**config.mk**
```make
export PLATFORM = sky130hd
export DESIGN_NAME = im_loader_flat
export DESIGN_NICKNAME = d
export VERILOG_FILES = /design/src/rtl/im_loader_if.sv /design/src/rtl/im_loader.sv /design/src/flat_wrapper.sv
export SDC_FILE = /design/constraint.sdc
export NUM_CORES = 1
export LEC_CHECK = 0
export CAP_MARGIN = 10
export CELL_PAD_IN_SITES_DETAIL_PLACEMENT = 1
export CELL_PAD_IN_SITES_GLOBAL_PLACEMENT = 1
export CORE_ASPECT_RATIO = 0.5
export CORE_MARGIN = 4
export CORE_UTILIZATION = 41
export CTS_CLUSTER_DIAMETER = 80
export CTS_CLUSTER_SIZE = 10
export DETAILED_ROUTE_END_ITERATION = 10
export PLACE_DENSITY = 0.94
export SETUP_SLACK_MARGIN = 0.3
export SLEW_MARGIN = 20
export SYNTH_ARGS = -nofsm -noshare
export SYNTH_HDL_FRONTEND = slang
export SYNTH_SLANG_ARGS = --single-unit
```
**constraint.sdc**
```tcl
create_clock -name clk -period 7.05 [get_ports clk]
set_input_delay 2.115 -clock clk [delete_from_list [all_inputs] [get_ports clk]]
set_output_delay 2.115 -clock clk [all_outputs]
set_load 0.02 [all_outputs]
```
**src/rtl/im_loader_if.sv**
```systemverilog
// Byte-stream input and instruction-memory write port of the program loader.
// The slave modport is the loader; the master modport is the stream source and memory side.
interface im_loader_if;
    logic        in_valid;
    logic [7:0]  in_data;
    logic        in_ready;
    logic        wr_en;
    logic [31:0] wr_address;
    logic [31:0] wr_data;

    modport master (
        output in_valid,
        output in_data,
        input  in_ready,
        input  wr_en,
        input  wr_address,
        input  wr_data
    );

    modport slave (
        input  in_valid,
        input  in_data,
        output in_ready,
        output wr_en,
        output wr_address,
        output wr_data
    );
endinterface

```
**src/rtl/im_loader.sv**
```systemverilog
// Instruction-memory loader: parses a length-prefixed byte stream into big-endian words,
// writes them to word-aligned addresses and holds the CPU until the image is complete.
module im_loader #(
    parameter int          DEPTH     = 256,
    parameter logic [31:0] ADDR_BASE = 32'd0
) (
    input  logic         clk,
    input  logic         reset,
    input  logic         start,
    im_loader_if.slave   bus,
    output logic         cpu_hold,
    output logic         done,
    output logic         error,
    output logic [8:0]   words_loaded
);

    localparam logic [15:0] DEPTH_LEN = 16'(DEPTH);
    localparam logic [8:0]  DEPTH_CNT = 9'(DEPTH);

    typedef enum logic [2:0] {
        S_IDLE   = 3'd0,
        S_LEN_HI = 3'd1,
        S_LEN_LO = 3'd2,
        S_DATA   = 3'd3,
        S_FLUSH  = 3'd4,
        S_DONE   = 3'd5,
        S_ERR    = 3'd6
    } state_t;

    state_t      state_r;
    state_t      next_s;
    logic        accept_s;
    logic        last_word_s;
    logic [15:0] len_full_s;

    logic [7:0]  len_hi_r;
    logic [15:0] len_r;
    logic [23:0] asm_r;
    logic [1:0]  byte_cnt_r;
    logic [8:0]  word_index_r;
    logic [8:0]  words_loaded_r;
    logic        in_ready_r;
    logic        wr_en_r;
    logic [31:0] wr_address_r;
    logic [31:0] wr_data_r;
    logic        cpu_hold_r;
    logic        done_r;
    logic        error_r;

    // Next-state decode; in_ready_r already mirrors the current state so it gates acceptance.
    always_comb begin
        next_s      = state_r;
        accept_s    = bus.in_valid && in_ready_r;
        len_full_s  = {len_hi_r, bus.in_data};
        last_word_s = (({7'd0, words_loaded_r} + 16'd1) == len_r);
        case (state_r)
            S_IDLE: begin
                if (start) next_s = S_LEN_HI;
                else       next_s = S_IDLE;
            end
            S_LEN_HI: begin
                if (accept_s) next_s = S_LEN_LO;
                else          next_s = S_LEN_HI;
            end
            S_LEN_LO: begin
                if (!accept_s)                   next_s = S_LEN_LO;
                else if (len_full_s == 16'd0)    next_s = S_DONE;
                else if (len_full_s > DEPTH_LEN) next_s = S_ERR;
                else                             next_s = S_DATA;
            end
            S_DATA: begin
                // The extra flush cycle lets the final write commit before done releases the CPU.
                if (accept_s && (byte_cnt_r == 2'd3) && last_word_s) next_s = S_FLUSH;
                else                                                 next_s = S_DATA;
            end
            S_FLUSH: begin
                next_s = S_DONE;
            end
            S_DONE, S_ERR: begin
                if (start) next_s = S_LEN_HI;
                else       next_s = state_r;
            end
            default: begin
                next_s = S_IDLE;
            end
        endcase
    end

    // State register, registered status outputs and word assembly datapath.
    always_ff @(posedge clk) begin
        if (reset) begin
            state_r        <= S_IDLE;
            len_hi_r       <= 8'd0;
            len_r          <= 16'd0;
            asm_r          <= 24'd0;
            byte_cnt_r     <= 2'd0;
            word_index_r   <= 9'd0;
            words_loaded_r <= 9'd0;
            in_ready_r     <= 1'b0;
            wr_en_r        <= 1'b0;
            wr_address_r   <= 32'd0;
            wr_data_r      <= 32'd0;
            cpu_hold_r     <= 1'b1;
            done_r         <= 1'b0;
            error_r        <= 1'b0;
        end else begin
            state_r    <= next_s;
            in_ready_r <= (next_s == S_LEN_HI) || (next_s == S_LEN_LO) || (next_s == S_DATA);
            cpu_hold_r <= (next_s != S_DONE);
            done_r     <= (next_s == S_DONE);
            error_r    <= (next_s == S_ERR);
            wr_en_r    <= 1'b0;

            if ((state_r != S_LEN_HI) && (next_s == S_LEN_HI)) begin
                words_loaded_r <= 9'd0;
            end

            if ((state_r == S_LEN_HI) && accept_s) begin
                len_hi_r <= bus.in_data;
            end

            if ((state_r == S_LEN_LO) && accept_s) begin
                len_r          <= len_full_s;
                byte_cnt_r     <= 2'd0;
                word_index_r   <= 9'd0;
                words_loaded_r <= 9'd0;
            end

            if ((state_r == S_DATA) && accept_s) begin
                asm_r      <= {asm_r[15:0], bus.in_data};
                byte_cnt_r <= byte_cnt_r + 2'd1;
                if (byte_cnt_r == 2'd3) begin
                    wr_en_r      <= 1'b1;
                    wr_data_r    <= {asm_r, bus.in_data};
                    wr_address_r <= ADDR_BASE + {21'd0, word_index_r, 2'b00};
                    word_index_r <= word_index_r + 9'd1;
                    if (words_loaded_r != DEPTH_CNT) begin
                        words_loaded_r <= words_loaded_r + 9'd1;
                    end
                end
            end
        end
    end

    assign bus.in_ready   = in_ready_r;
    assign bus.wr_en      = wr_en_r;
    assign bus.wr_address = wr_address_r;
    assign bus.wr_data    = wr_data_r;
    assign cpu_hold       = cpu_hold_r;
    assign done           = done_r;
    assign error          = error_r;
    assign words_loaded   = words_loaded_r;

endmodule

```
**src/flat_wrapper.sv**
```systemverilog
// flat-port wrapper written by rule: the top's interface ports become plain ports
module im_loader_flat 
#(
    parameter int          DEPTH     = 256,
    parameter logic [31:0] ADDR_BASE = 32'd0
)
  (clk, reset, start, cpu_hold, done, error, words_loaded, bus_in_valid, bus_in_data, bus_in_ready, bus_wr_en, bus_wr_address, bus_wr_data);
  im_loader_if bus_i ();
  input  logic clk;
  input  logic reset;
  input  logic start;
  output logic cpu_hold;
  output logic done;
  output logic error;
  output logic [8:0] words_loaded;
  input wire logic [$bits(bus_i.in_valid)-1:0] bus_in_valid;
  input wire logic [$bits(bus_i.in_data)-1:0] bus_in_data;
  output wire logic [$bits(bus_i.in_ready)-1:0] bus_in_ready;
  output wire logic [$bits(bus_i.wr_en)-1:0] bus_wr_en;
  output wire logic [$bits(bus_i.wr_address)-1:0] bus_wr_address;
  output wire logic [$bits(bus_i.wr_data)-1:0] bus_wr_data;
  assign bus_i.in_valid = bus_in_valid;
  assign bus_i.in_data = bus_in_data;
  assign bus_in_ready = bus_i.in_ready;
  assign bus_wr_en = bus_i.wr_en;
  assign bus_wr_address = bus_i.wr_address;
  assign bus_wr_data = bus_i.wr_data;
  im_loader #(.DEPTH(DEPTH), .ADDR_BASE(ADDR_BASE)) u_core (.clk(clk), .reset(reset), .start(start), .bus(bus_i), .cpu_hold(cpu_hold), .done(done), .error(error), .words_loaded(words_loaded));
endmodule
```
# Word-level counts from Yosys, hierarchy flattened
# Cells that the tools add are included.
[word_totals]
output_inout_bits = 78
ff_bits = 117
elab_cells = 70
[op_classes]
order_cmp = 1
addsub = 4
n_eq_ne = 16
muxes = 19
bitwise = 1
n_reduce_logical = 15
[ops]
columns = ["operator", "count"]
rows = [
  ["$mux W9", 8],
  ["$add A9 B1 Y9 const B", 2],
  ["$pmux W3 S6", 1],
  ["$eq A16 B16 Y1", 1],
  ["$gt A16 B9 Y1 const B", 1],
  ["$logic_not A16 Y1", 1],
  ["$eq A3 B3 Y1 const B", 5],
  ["$mux W3", 5],
  ["$eq A3 B2 Y1 const B", 4],
  ["$add A9 B1 Y10 const B", 1],
  ["$ne A9 B9 Y1 const B", 1],
  ["$logic_and A1 B1 Y1", 7],
  ["$eq A3 B1 Y1 const B", 2],
  ["$mux W2", 3],
  ["$reduce_or A2 Y1", 2],
  ["$logic_not A3 Y1", 1],
  ["$ne A3 B1 Y1 const B", 1],
  ["$ne A3 B3 Y1 const B", 1],
  ["$add A2 B1 Y2 const B", 1],
  ["$eq A2 B2 Y1 const B", 1],
  ["$logic_or A1 B1 Y1", 2],
  ["$mux W1", 2],
  ["$reduce_and A2 Y1", 1],
  ["$reduce_bool A2 Y1", 1],
  ["$not A1 Y1", 1],
]

# Depth between registers and ports, before layout
# Gate-level depths: netlist (run 1).
[depth]
ltp_word = 12
depth_mapped = 9
mapped_depth_nobuf = 8

# Worst setup path after synthesis (run 1)
# OpenSTA, ideal clock, no wires.
[synth_path]
kind = "input-to-reg"
start = "input port bus_in_data[4]"
end = "register u_core.words_loaded_r[7] (netlist: u_core.words_loaded[7])"
t_required_ns = 6.910
slack_ns = 3.382
path_stages = 6
setup_ns = 0.140
arrival_ns = 3.528
cell_sequence = "nor4_1 -> a21boi_0 -> o311ai_1 -> nand2_1 -> o211ai_2 -> a31oi_1"
[synth_between]
elab_chain_len = 12
[synth_rtl]
columns = ["element", "line", "source"]
rows = [
  ["start: declaration", "flat_wrapper.sv:17", "input wire logic [$bits(bus_i.in_data)-1:0] bus_in_data;"],
  ["$gt A16 B9 Y1", "im_loader.sv:68", "else if (len_full_s > DEPTH_LEN) next_s = S_ERR;"],
  ["$mux W3", "im_loader.sv:68", ""],
  ["$mux W3 (*)", "im_loader.sv:67", "else if (len_full_s == 16'd0) next_s = S_DONE;"],
  ["$mux W3 (*)", "im_loader.sv:66", "if (!accept_s) next_s = S_LEN_LO;"],
  ["$pmux W3 S6 (*)", "im_loader.sv:56", "case (state_r)"],
  ["$eq A3 B1 Y1 (*)", "im_loader.sv:114", "if ((state_r != S_LEN_HI) && (next_s == S_LEN_HI)) begin"],
  ["$logic_and A1 B1 Y1 (*)", "im_loader.sv:114", ""],
  ["$mux W9 (*)", "im_loader.sv:114", ""],
  ["$mux W9 (*)", "im_loader.sv:122", "if ((state_r == S_LEN_LO) && accept_s) begin"],
  ["$mux W9", "im_loader.sv:137", "if (words_loaded_r != DEPTH_CNT) begin"],
  ["$mux W9", "im_loader.sv:132", "if (byte_cnt_r == 2'd3) begin"],
  ["$mux W9 (*)", "im_loader.sv:129", "if ((state_r == S_DATA) && accept_s) begin"],
  ["end signal: assignment", "im_loader.sv:138", "words_loaded_r <= words_loaded_r + 9'd1;"],
  ["end: declaration", "im_loader.sv:41", "logic [8:0] words_loaded_r;"],
]
# Every way passes the cells marked *; elsewhere a longest branch is shown, timed or not.
# A chain may end at the register's enable or synchronous reset.

# Worst setup path in the final report (run 1)
[layout_path]
start = "input port bus_in_data[0]"
end = "register u_core.words_loaded_r[3] (netlist: u_core.words_loaded[3])"
# The elaborated chain is that of the path after synthesis.

==> metrics, run 1 <==
Die H about 86 um; yosys warns 0; syn_area_per_cell 7.89 um2; post-synthesis sequential area ratio a little under half; post-synthesis adder-cell area fraction under 10%; gpl congestion 0.864; final hold vios 0; first-pass GRT wire length roughly 28 mm; Setup Skew roughly 0.013 ns; Static Leakage about 2.2 nW; Synth Area in Compound Gates 15.3%; Final Max Tran Viols 0; Distinct cells, synth 55; Ports 90; FF+latch area about 2300 um2; Remaining DRCs 0; Hold/Removal Path Class reg -> reg; Post-Syn Area roughly 5000 um2; Synth area leader dfxtp_1; Critical Path RT around 7.3 ns; # rows 28; largest net degree at the start of global routing between 100 and 150; antenna violation net count after detailed routing 0; CTS tree done; PnR Total Power approximately 0.0017 W; clock sink count roughly 120; H-tree depth 4; routed wire length roughly 18 mm; initial drt markers 378; worst path arrival time between 4 and 5 ns; fin crit share 65.8%; ANT cells 0; vias in the first global route roughly 5000; multi-input logic area ~2400 um2; mux contribution to synthesized area between 2 and 2.5%; clk buf depth 2; reg2reg setup slack between 4 and 5 ns; EDFF count, synth 0; Synth Area in Simple Gates between 20% and 30%; CTS Hold Bufs 0; FMAX 215 MHz; input/output buffers 66; top cell type's share of synthesized area between 40% and 50%; Worst Max-Slew Pin Slew a little over 0.9 ns; Area growth syn-to-layout 26.0%; Nets between 600 and 700; Die ar. 14100 um2; Worst Setup End Kind register; fraction of layout cells with a size suffix above 1 6.63%; status completed; Synth area leaders dfxtp_1 47%, nand2_1 14%, a21oi_1 9.3%; Core Footprint roughly 12000 um2; XOR/XNOR Fraction of Synth Area about 1.9%; routed vias/inst 5.60; worst-path maximum fanout 9; Peak VDD IR 134 uV; maxcap violations 0; Setup WS post-layout 2.41 ns; Routed wire per std cell just over 20 um; FF+latch count, synth ~120; setup violators final 0; largest family of logic cells by synthesized area simple AND/OR/NAND/NOR gates; ys flop type dfxtp_1; Startpoint Class input pin; Filler Cells Inserted 1434; WS Path Type in -> reg; antenna violations before repair 0; RSZ-0062 raised after global routing no; cts repair resizes 0; CTS buffer count 17; GRT Total Usage about a quarter; hold_ws between 0.4 and 0.5 ns; Tmin final approximately 4.6 ns; grt ovf 0; pwr/cell area between 200 and 300 nW/um2; pre-CTS WS 2.10 ns; Clock transition at path regs 0.06 ns; Post-CTS Setup Bufs 0; worst skew pair latency 0.43 ns; HPWL after detailed placement roughly 9.8 mm; Slew headroom roughly two fifths; Initial Util ~42%; Synth async-reset ratio 0%; DR pass1 iterations 5; Root Driver clkbuf_16; Via Count between 4000 and 5000; Post-Synthesis Cells roughly 630; Die W ~160 um; total negative slack 0 ns
[cells in the mapped netlist (2+ instances only)]
| master | instances |
|---|---|
| nor3_1 | 6 |
| nor4_1 | 5 |
| a21o_1 | 2 |
| nand3_1 | 13 |
| and3_1 | 3 |
| nor2_1 | 36 |
| buf_1 | 6 |
| nand2_1 | 183 |
| ha_1 | 4 |
| nand4b_1 | 3 |
| a21oi_1 | 93 |
| or3b_1 | 2 |
| a21boi_0 | 2 |
| xor2_1 | 6 |
| nand3b_1 | 4 |
| nand4_1 | 5 |
| and2_1 | 4 |
| buf_2 | 5 |
| a211oi_1 | 7 |
| or2_2 | 2 |
| or4b_1 | 2 |
| dfxtp_1 | 117 |
| mux2_2 | 2 |
| buf_4 | 24 |
| o211ai_1 | 2 |
| mux2i_1 | 9 |
| clkbuf_1 | 26 |
| or3_1 | 5 |
| a31oi_1 | 4 |
| o31a_1 | 2 |
| xnor2_1 | 5 |
| o21ai_0 | 9 |
| inv_1 | 11 |
[layout make-up]
type	count	share of cell area (%)
clock inverters	11	2.79
clock buffers	21	7.34
flip-flops and latches	117	37.3
repair buffers	70	11.0
inverters	11	0.658
multi-input cells	464	37.5
well taps	165	3.29
[layer usage]
metal  vias to the layer above  GRT usage (%)  part of all wire, %
li1                       2176              -                    -
met1                      2370           30.6                   42
met2                       199           44.4                   49
met3                        68           5.47                  5.6
met4                         0           12.9                  3.9
met5                         -              0                    0
[cells in the final DEF, fill, tap and decap left out, types with 5 or more instances in the layout]
cell type        netlist  final
xnor2_1                5      5
nand4_1                5      5
nor3_1                 6      6
nand2_1              183    183
o21ai_0                9      9
dfxtp_1              117    117
a211oi_1               7      7
or3_1                  5      5
a21oi_1               93     93
nor2_1                36     36
nand3_1               13     13
conb_1                 1     23
xor2_1                 6      6
mux2i_1                9      9
clkdlybuf4s50_1        0     65
clkbuf_16              0     17
inv_1                 11     11
nor4_1                 5      5
[state kept, by name, summed over array words and instances (netlist names)]
signal and cells:
u_core.asm_r 24, u_core.bus.in_ready 1, u_core.bus.wr_address 9, u_core.bus.wr_data 32, u_core.bus.wr_en 1, u_core.byte_cnt_r 2
u_core.cpu_hold 1, u_core.done 1, u_core.error 1, u_core.len_hi_r 8, u_core.len_r 16, u_core.state_r 3
u_core.word_index_r 9, u_core.words_loaded 9
[critical path, stage by stage]
cell and delay (ns):
clkdlybuf4s50_1 0.57, nor4_1 0.66, a21boi_0 0.29, o311ai_1 0.50, nand2_1 0.18, o211ai_2 0.45
a31oi_1 0.15
[metrics by stage]
| step | std cells | cell area [um2] | utilization, % |
|---|---|---|---|
| after floorplan | 653 | 5060 | - |
| after global placement | 827 | 5630 | 47.6 |
| after detailed placement | 827 | 5630 | 47.6 |
| after CTS | 859 | 6270 | 52.9 |
| after global routing | 859 | 6270 | 53.0 |
| final | 859 | 6270 | 53.0 |
[path summary, 6_finish.rpt]
| path | to | cells past startpoint | startpoint |
|---|---|---|---|
| worst max-delay path | u_core.words_loaded[3] | 7 | bus_in_data[0] |
| worst min-delay path | u_core.bus.wr_data[27] | 2 | u_core.bus.wr_data[27] |
| worst max register to register | u_core.words_loaded[3] | 6 | u_core.state_r[1] |
| worst min register to register | u_core.bus.wr_data[27] | 2 | u_core.bus.wr_data[27] |
[cells by family after synthesis]
kind of cell / after synthesis
and+or+nand+nor: 283
AOI/OAI and AO/OA: 132
DFF: 117
buffers and inverters: 72
xor gates and xnor gates: 11
muxes: 11
adders and majority gates: 4
other: 1
[power by group]
group	switching [W]	total [W]	internal, W
logic	0.0000459	0.0000646	0.0000186
registers	0.00000758	0.000673	0.000665
clock network	0.000335	0.000946	0.000612
total	0.000388	0.00168	0.00130
No activity file was read; power rests on OpenSTA's default activity.
==> inputs of run 2 (changes only) <==
--- a/config.mk
+++ b/config.mk
@@ -10,11 +10,11 @@
 export CELL_PAD_IN_SITES_GLOBAL_PLACEMENT = 1
 export CORE_ASPECT_RATIO = 0.5
 export CORE_MARGIN = 4
-export CORE_UTILIZATION = 41
+export CORE_UTILIZATION = 38
 export CTS_CLUSTER_DIAMETER = 80
 export CTS_CLUSTER_SIZE = 10
 export DETAILED_ROUTE_END_ITERATION = 10
-export PLACE_DENSITY = 0.94
+export PLACE_DENSITY = 0.89
 export SETUP_SLACK_MARGIN = 0.3
 export SLEW_MARGIN = 20
 export SYNTH_ARGS = -nofsm -noshare
==> constraint.sdc (replaced) <==
create_clock -name clk -period 4.9 [get_ports clk]
set_input_delay 1.47 -clock clk [delete_from_list [all_inputs] [get_ports clk]]
set_output_delay 1.47 -clock clk [all_outputs]
set_load 0.02 [all_outputs]
==> metrics, run 2 (same netlist as run 1, synthesis figures left out) <==
total negative slack 0 ns; routed vias/inst 5.36; DR pass1 iterations 4; max FFs per register 32; Hold/Removal Path Class reg -> reg; largest net degree at the start of global routing 108; commonest non-fill, non-tap cell in the layout nand2_1; worst-path maximum fanout 9; Worst Setup End Kind register; CTS buffer count 17; pwr/cell area between 300 and 400 nW/um2; maxcap violations 0; worst skew pair latency roughly 0.41 ns; status completed; CTS tree done; most frequent cells in the layout 183 x nand2_1, 117 x dfxtp_1, 93 x a21oi_1, 65 x clkdlybuf4s50_1, 36 x nor2_1; Routed wire per std cell roughly 18 um; Die H 88.9 um; Initial Util approximately two fifths; Finished Cell Area just over 6000 um2; Core Footprint 12700 um2; Die W approximately 170 um; vias in the first global route a little under 5000; setup violators final 0; antenna violation net count after detailed routing 0; Post-CTS Setup Bufs 0; Die ar. 15100 um2; RSZ-0062 raised after global routing no; Area growth syn-to-layout 25.0%; fin crit share just under 80%; clock sink count ~120; Static Leakage roughly 2.2 nW; H-tree depth 4; # rows 29; routed wire length approximately 15 mm; Final Max Tran Viols 0; Ports 90; Worst Max-Slew Pin Slew slightly above 0.9 ns; Remaining DRCs 0; Clock transition at path regs around 0.06 ns; Root Driver clkbuf_16; Slew headroom 38.2%; antenna violations before repair 0; FMAX 263 MHz; grt ovf 0; clk buf depth 2; Setup WS post-layout 1.10 ns; fraction of layout cells with a size suffix above 1 between 6 and 7%; initial drt markers around 270; HPWL after detailed placement 9.58 mm; Filler Cells Inserted between 1500 and 2000; Peak VDD IR around 220 uV; final hold vios 0; Nets 699; first-pass GRT wire length approximately 25 mm; Via Count around 4600; ANT cells 0; Tmin final between 3 and 4 ns; GRT Total Usage approximately a fifth; Setup Skew a little over 0.01 ns; placed inst area between 5000 and 6000 um2; pre-CTS WS between 0.7 and 0.8 ns; gpl congestion ~0.83; input/output buffers 66; WS Path Type in -> reg; cts repair resizes 0; Critical Path RT 5.17 ns; CTS Hold Bufs 0; worst path arrival time about 4.1 ns; Startpoint Class input pin
-- run 2: changes by cell type in the layout (fill, tap and decap cells not counted), sizes merged --
| cell | change |
|---|---|
| clkinvlp | +2 |
| clkbuf | -1 |
| inv | +1 |
| bufinv | -3 |
| buf | +2 |
-- run 2: cell type report --
cell class	count	area, um2	share of cell area [%]
clock inverter	11	105	1.69
timing repair buffer	72	723	11.6
clock buffer	20	447	7.18
tap	170	213	3.42
sequential	117	2340	37.6
inverter	11	41.3	0.663
multi-input combinational	464	2350	37.8
-- run 2: worst max-delay path: stages --
cell and delay (ns):
clkdlybuf4s50_1 0.50, nor4_1 0.62, a21boi_0 0.28, o31ai_1 0.49
nand3_1 0.16, o211ai_2 0.39, a31oi_1 0.14
-- run 2: per-layer routing --
metal  global-route usage, %  part of all wire (%)  vias to the layer above
li1                        -                     -                     2191
met1                    24.8                    44                     2304
met2                    36.9                    49                      115
met3                    4.99                   5.0                       24
met4                    6.16                   1.6                        0
met5                       0                     0                        -
-- run 2: per-stage QoR --
step | hold WS [ns] | total power (W) | utilization [%] | std cells
5_1_grt | 0.479 | 0.00230 | 48.9 | 865
3_5_place_dp | 0.447 | 0.00107 | 44.3 | 833
6_report | 0.453 | 0.00223 | 48.9 | 865
2_1_floorplan | 0.432 | 0.00106 | - | 653
4_1_cts | 0.460 | 0.00224 | 48.7 | 864
3_3_place_gp | 0.442 | 0.00107 | 44.3 | 833
-- run 2: path summary, 6_finish.rpt --
| path | start | endpoint | slack [ns] | cells after the start |
|---|---|---|---|---|
| worst min-delay path | u_core.bus.wr_data[12] | u_core.bus.wr_data[12] | 0.45 | 2 |
| worst max-delay path | bus_in_data[4] | u_core.words_loaded[3] | 1.10 | 7 |
| worst min register to register | u_core.bus.wr_data[12] | u_core.bus.wr_data[12] | 0.45 | 2 |
| worst max register to register | u_core.words_loaded[0] | u_core.cpu_hold | 2.27 | 7 |
-- run 2: power breakdown --
group | total (W) | switching [W] | internal [W]
clock network | 0.00117 | 0.000462 | 0.000709
logic | 0.0000911 | 0.0000623 | 0.0000288
registers | 0.000968 | 0.0000110 | 0.000957
